**src/rtl/data_mux_reg_if.sv**
```systemverilog
// Bus bundle for the registered 3-input data selector: select code, three data
// sources, and the registered data/error outputs.
interface data_mux_reg_if #(
  parameter int unsigned WIDTH = 8,
  parameter int unsigned SEL_W = 3
) ();

  logic [SEL_W-1:0] sel;
  logic [WIDTH-1:0] d0;
  logic [WIDTH-1:0] d1;
  logic [WIDTH-1:0] d2;
  logic [WIDTH-1:0] data_out;
  logic             sel_err;

  // Master drives the select and data sources and observes the registered result.
  modport master (
    output sel,
    output d0,
    output d1,
    output d2,
    input  data_out,
    input  sel_err
  );

  modport slave (
    input  sel,
    input  d0,
    input  d1,
    input  d2,
    output data_out,
    output sel_err
  );

endinterface

```
**src/rtl/data_mux_reg.sv**
```systemverilog
// Registered 3-input data selector. Illegal select codes hold the output and
// raise a non-sticky error flag for that cycle.
module data_mux_reg #(
  parameter int unsigned WIDTH = 8,
  parameter int unsigned SEL_W = 3
) (
  input logic             clk,
  input logic             rst,
  data_mux_reg_if.slave   bus
);

  logic [WIDTH-1:0] data_q, data_d;
  logic             err_q, err_d;

  always_comb begin
    data_d = data_q;
    err_d  = 1'b0;
    unique case (bus.sel)
      SEL_W'(0): data_d = bus.d0;
      SEL_W'(1): data_d = bus.d1;
      SEL_W'(2): data_d = bus.d2;
      // Codes 3..7: keep the previous word, flag the bad select.
      default:   err_d  = 1'b1;
    endcase
  end

  always_ff @(posedge clk or posedge rst) begin
    if (rst) begin
      data_q <= '0;
      err_q  <= 1'b0;
    end else begin
      data_q <= data_d;
      err_q  <= err_d;
    end
  end

  assign bus.data_out = data_q;
  assign bus.sel_err  = err_q;

endmodule

```
**src/flat_wrapper.sv**
```systemverilog
// flat-port wrapper written by rule: the top's interface ports become plain ports
module data_mux_reg_flat 
#(
  parameter int unsigned WIDTH = 8,
  parameter int unsigned SEL_W = 3
)
  (clk, rst, bus_sel, bus_d0, bus_d1, bus_d2, bus_data_out, bus_sel_err);
  data_mux_reg_if #(.WIDTH(WIDTH), .SEL_W(SEL_W)) bus_i ();
  input logic clk;
  input logic rst;
  input wire logic [$bits(bus_i.sel)-1:0] bus_sel;
  input wire logic [$bits(bus_i.d0)-1:0] bus_d0;
  input wire logic [$bits(bus_i.d1)-1:0] bus_d1;
  input wire logic [$bits(bus_i.d2)-1:0] bus_d2;
  output wire logic [$bits(bus_i.data_out)-1:0] bus_data_out;
  output wire logic [$bits(bus_i.sel_err)-1:0] bus_sel_err;
  assign bus_i.sel = bus_sel;
  assign bus_i.d0 = bus_d0;
  assign bus_i.d1 = bus_d1;
  assign bus_i.d2 = bus_d2;
  assign bus_data_out = bus_i.data_out;
  assign bus_sel_err = bus_i.sel_err;
  data_mux_reg #(.WIDTH(WIDTH), .SEL_W(SEL_W)) u_core (.clk(clk), .rst(rst), .bus(bus_i));
endmodule
```
**config.mk**
```make
export PLATFORM = sky130hd
export DESIGN_NAME = data_mux_reg_flat
export DESIGN_NICKNAME = d
export VERILOG_FILES = /design/src/rtl/data_mux_reg_if.sv /design/src/rtl/data_mux_reg.sv /design/src/flat_wrapper.sv
export SDC_FILE = /design/constraint.sdc
export NUM_CORES = 1
export LEC_CHECK = 0
export BUFFER_PORTS_ARGS = -buffer_cell sky130_fd_sc_hd__clkbuf_2
export CORE_MARGIN = 1.5
export CORE_UTILIZATION = 25
export CTS_CLUSTER_DIAMETER = 60
export DETAILED_ROUTE_END_ITERATION = 7
export GPL_TIMING_DRIVEN = 0
export HOLD_SLACK_MARGIN = 0.1
export PLACE_DENSITY = 0.57
export SYNTH_ARGS = -nofsm -noshare
export SYNTH_HDL_FRONTEND = slang
export SYNTH_SLANG_ARGS = --single-unit
```
**constraint.sdc**
```tcl
create_clock -name clk -period 0.8 [get_ports clk]
set_input_delay 0.2 -clock clk [delete_from_list [all_inputs] [get_ports clk]]
set_output_delay 0.2 -clock clk [all_outputs]
set_load 0.05 [all_outputs]
```
Yosys cells after proc, flatten, opt, wreduce, memory -nomap -nowiden
Index checks and enable logic that the tools add are counted.
{"block": "word_totals", "latch_bits": 0, "mem_bits_rw": 0, "romBits": 0, "ff_bits": 9, "memories": 0, "elab_cells": 9}
{"block": "op_classes", "div_mod_pow": 0, "add_sub_neg": 0, "n_eq_ne": 2, "multipliers": 0, "n_lt_le_gt_ge": 0, "muxes": 2, "n_bitwise": 0, "n_shift": 0, "reduce_logical": 3}
{"cell": "one-hot mux 8 bit (3 select lines)", "n": 1}
{"cell": "== test 3 x 1 -> 1 bit, second input constant", "n": 1}
{"cell": "== test 3 x 2 -> 1 bit, second input constant", "n": 1}
{"cell": "zero test 3 bit", "n": 1}
{"cell": "nonzero test 3 bit", "n": 1}
{"cell": "OR reduction 3 bit", "n": 1}
{"cell": "two-way mux 1 bit", "n": 1}

Longest topological paths before layout
{"block": "depth", "ltp_word": 3, "ltp_mapped": 4, "mapped_depth_nobuf": 3}

Least setup slack after synthesis
OpenSTA, ideal clock, no wires.
{"block": "synth_timing", "path_type": "register -> register", "start": "register, netlist name u_core.bus.data_out[3]", "end": "register u_core.data_q[3] (netlist: u_core.bus.data_out[3])", "arrival_ps": 891, "setup_time_ps": 94, "setup_slack_ps": -185, "stages_incl_launch_ff": 3, "t_required_ps": 706, "n_path_buf": 0, "cell_sequence": "dfrtp_1 nor2_1 a211oi_1"}
{"item": "to (signal assigned)", "line": "data_mux_reg.sv:32", "rtl": "data_q <= data_d;"}
{"item": "to (decl)", "line": "data_mux_reg.sv:12", "rtl": "logic [WIDTH-1:0] data_q, data_d;"}

Worst setup path after layout
{"block": "layout_timing", "start": "register u_core.data_q[7] (netlist: u_core.bus.data_out[7])", "end": "output port bus_data_out[7]"}
{"item": "to (decl)", "line": "flat_wrapper.sv:15", "rtl": "output wire logic [$bits(bus_i.data_out)-1:0] bus_data_out;"}
No word-level cell between the ends.

==> summary.txt <==
STA
  • Final worst setup slack: -0.236 ns
  • RSZ-0062 raised after global routing: true
  • Setup tns final: -2.03 ns
  • Slew @ Worst Pin: approximately 0.36 ns
  • Period utilization: 1.29
  • Final hold vios: 0
  • Setup Skew: 0 ns
  • Post-layout minimum cycle time: 1.04 ns
  • Final setup violation count: 9
  • Max Clock Freq: 0.966 GHz
  • Final Max Slew Viols: 0
  • Relative slew slack: 0.760

Floorplan
  • Core area: 1920 um^2
  • Initial core utilization: 0.262
  • Die height: 47.9 um
  • Die area: 2290 um^2
  • Row count: 16
  • Die Wd: roughly 48 um
  • # IOs: 38

Global routing
  • Largest net degree at the start of global routing: 11
  • GR Overflow Total: 0
  • Number of global-route vias before repair: 467
  • Global-route wire length before repair: 2090 um
  • Initial antenna violation count: 0
  • Total GRT Usage: 0.136

Layout
  • Most frequent cells in the layout: clkbuf_2, mux2i_1, buf_8, nor2_1, dfrtp_2
  • Multi-input logic area: around 300 um^2
  • Total Nets Final: 119
  • Ratio of cells with drive above 1 in the final layout: 0.697
  • P&R area growth vs syn: 83.6%
  • Most common cell after layout, fill and taps aside: clkbuf_2
  • Fin util: 0.480
  • Fin cells: around 120
  • Fillers: slightly above 200
  • Antenna cells: 0
  • Final instance area: 923 um^2
  • Register area: 235 um^2

Flow run
  • Max-Cap Viols: 0

Clocking
  • Worst-case clock buffer depth: 2
  • CTS tree: done
  • CTS Sinks: 9
  • TritonCTS Buffers: 3
  • Root buffer cell: clkbuf_4
  • Post-CTS Setup Repair Bufs: 0
  • Worst skew pair latency: roughly 0.26 ns
  • H-tree levels: 1
  • Clk slew on worst S/H paths: 0.06 ns

Placed design
  • RD Place Congestion: 0.669
  • Cell total after placement: 110
  • Detail Placement HPWL: between 1000 and 1500 um
  • Placed Area: 766 um^2
  • PortBufs: 35

Power and ir drop
  • Power Density: between 1500 and 2000 nW/um^2
  • Power Internal: roughly 1.0 mW
  • VDD IR max: 679 uV
  • P_leak: 0.414 nW
  • Switching share of power: 0.365
  • Net Switching: between 500 and 600 uW
  • Comb power frac: 0.419
  • Clock power share: 0.222
  • Register share of total power: 0.359
  • Power, Total: 1.61 mW

Setup path
  • Max FO, Critical Path: 2
  • Cell chain of the critical path: buf_8
  • Crit path buffers/inverters: 1
  • CP Launch Type: flop
  • Worst endpoint required time: 0.60 ns
  • Setup crit end kind: output port
  • Critical Path Slowest Stage Cell: dfrtp_2
  • CP Class: flop to output port
  • CP top delay family: flip-flops
  • Crit path DAT: 0.84 ns
  • R2r setup slk: 0.04 ns
  • CP peak stage delay: 0.42 ns

Synth
  • Synth Area per Inst: around 10 um^2
  • Post-Syn Area: 503 um^2
  • Synth Warn #: 0
  • Post-synthesis sequential area ratio: 0.448
  • Yosys reg bits: 9
  • Synth area leaders: dfrtp_1, mux2i_1, a211oi_1, nor3_1, nor2_1
  • Syn_nets: 77
  • Synth area leader: dfrtp_1
  • Area share of the largest cell type after synthesis: 0.448
  • Mapped Cells: 48
  • Netlist cell types: 10

Status
  • Status: finished, violations left
  • Failing checks: negative setup slack

Route
  • DR iter-0 viols: 11
  • Vias: 524
  • Drt first pass iters: 4
  • Vias/cell: approximately 4.5
  • WL/cell: 12.8 um
  • Post-DRT Antenna Nets: 0
  • Routed wire length: 1490 um
  • DRC viols: 0

Hold path
  • Hold WC Path Type: input port to flop
## layer usage
metal	share of wire	routed length [um]	global-route usage	vias up
li1	-	-	-	261
met1	0.38	571	0.177	242
met2	0.55	820	0.205	21
met3	0.063	93	0.0264	0
met4	0	0	0.0865	0
met5	0	0	0	-
## kinds of logic after synthesis
group | Yosys count | synth area share
and+or+nand+nor | 17 | 0.159
buffers and inverters | 4 | 0.0597
DFF | 9 | 0.448
muxes | 9 | 0.179
AOI/OAI and AO/OA | 9 | 0.154
## power by group through the flow
| stage | Sequential [mW] | Clock (mW) | Combinational [mW] |
|---|---|---|---|
| 2_1_floorplan | 0.779 | 0 | 0.155 |
| 3_3_place_gp | 0.562 | 0 | 0.528 |
| 3_5_place_dp | 0.563 | 0 | 0.532 |
| 4_1_cts | 0.564 | 0.371 | 0.631 |
| 5_1_grt | 0.586 | 0.388 | 0.722 |
| 6_report | 0.579 | 0.358 | 0.676 |
## metrics by stage
step | hold slack, ns | worst slack (ns)
global placement | 0.162 | -0.281
detailed placement | 0.167 | -0.290
CTS | 0.240 | -0.260
global route | 0.225 | -0.259
floorplan | 0.0274 | -0.108
finish | 0.215 | -0.236
## final timing paths
| kind | start | endpoint | cells past startpoint |
|---|---|---|---|
| min in group asynchronous | rst | u_core.bus.sel_err | 3 |
| worst min register to register | u_core.bus.data_out[1] | u_core.bus.data_out[1] | 1 |
| worst max register to register | u_core.bus.data_out[5] | u_core.bus.data_out[5] | 2 |
| max in group asynchronous | rst | u_core.bus.data_out[4] | 3 |
| worst max-delay path | u_core.bus.data_out[7] | bus_data_out[7] | 1 |
| worst min-delay path | bus_sel[1] | u_core.bus.sel_err | 3 |
## flip-flops by register name (all words and copies together) (netlist names)
signal	count
u_core.bus.data_out	8
u_core.bus.sel_err	1
## cell type report
| cell class | instances | share of cell area |
|---|---|---|
| sequential | 9 | 0.255 |
| tap | 27 | 0.0366 |
| buffer | 2 | 0.0339 |
| multi-input combinational | 36 | 0.329 |
| clock buffer | 4 | 0.0285 |
| timing repair buffer | 36 | 0.305 |
| inverter | 2 | 0.0122 |
## synth_stat cells
cell type / n
inv_1: 2
a211oi_1: 7
dfrtp_1: 9
nor3_1: 7
a21oi_4: 1
buf_6: 2
nor2_1: 9
or2b_4: 1
mux2i_1: 9
o22a_1: 1
## repair_timing
action / in CTS / in global routing
setup endpoints to repair: 10 / 23
pin swaps: 0 / 2
hold buffers: 1 / 0
cloned: 0 / 1
hold endpoints to repair: 9 / 0
resized for setup: 19 / 16
(Power assumes the default switching activity.)
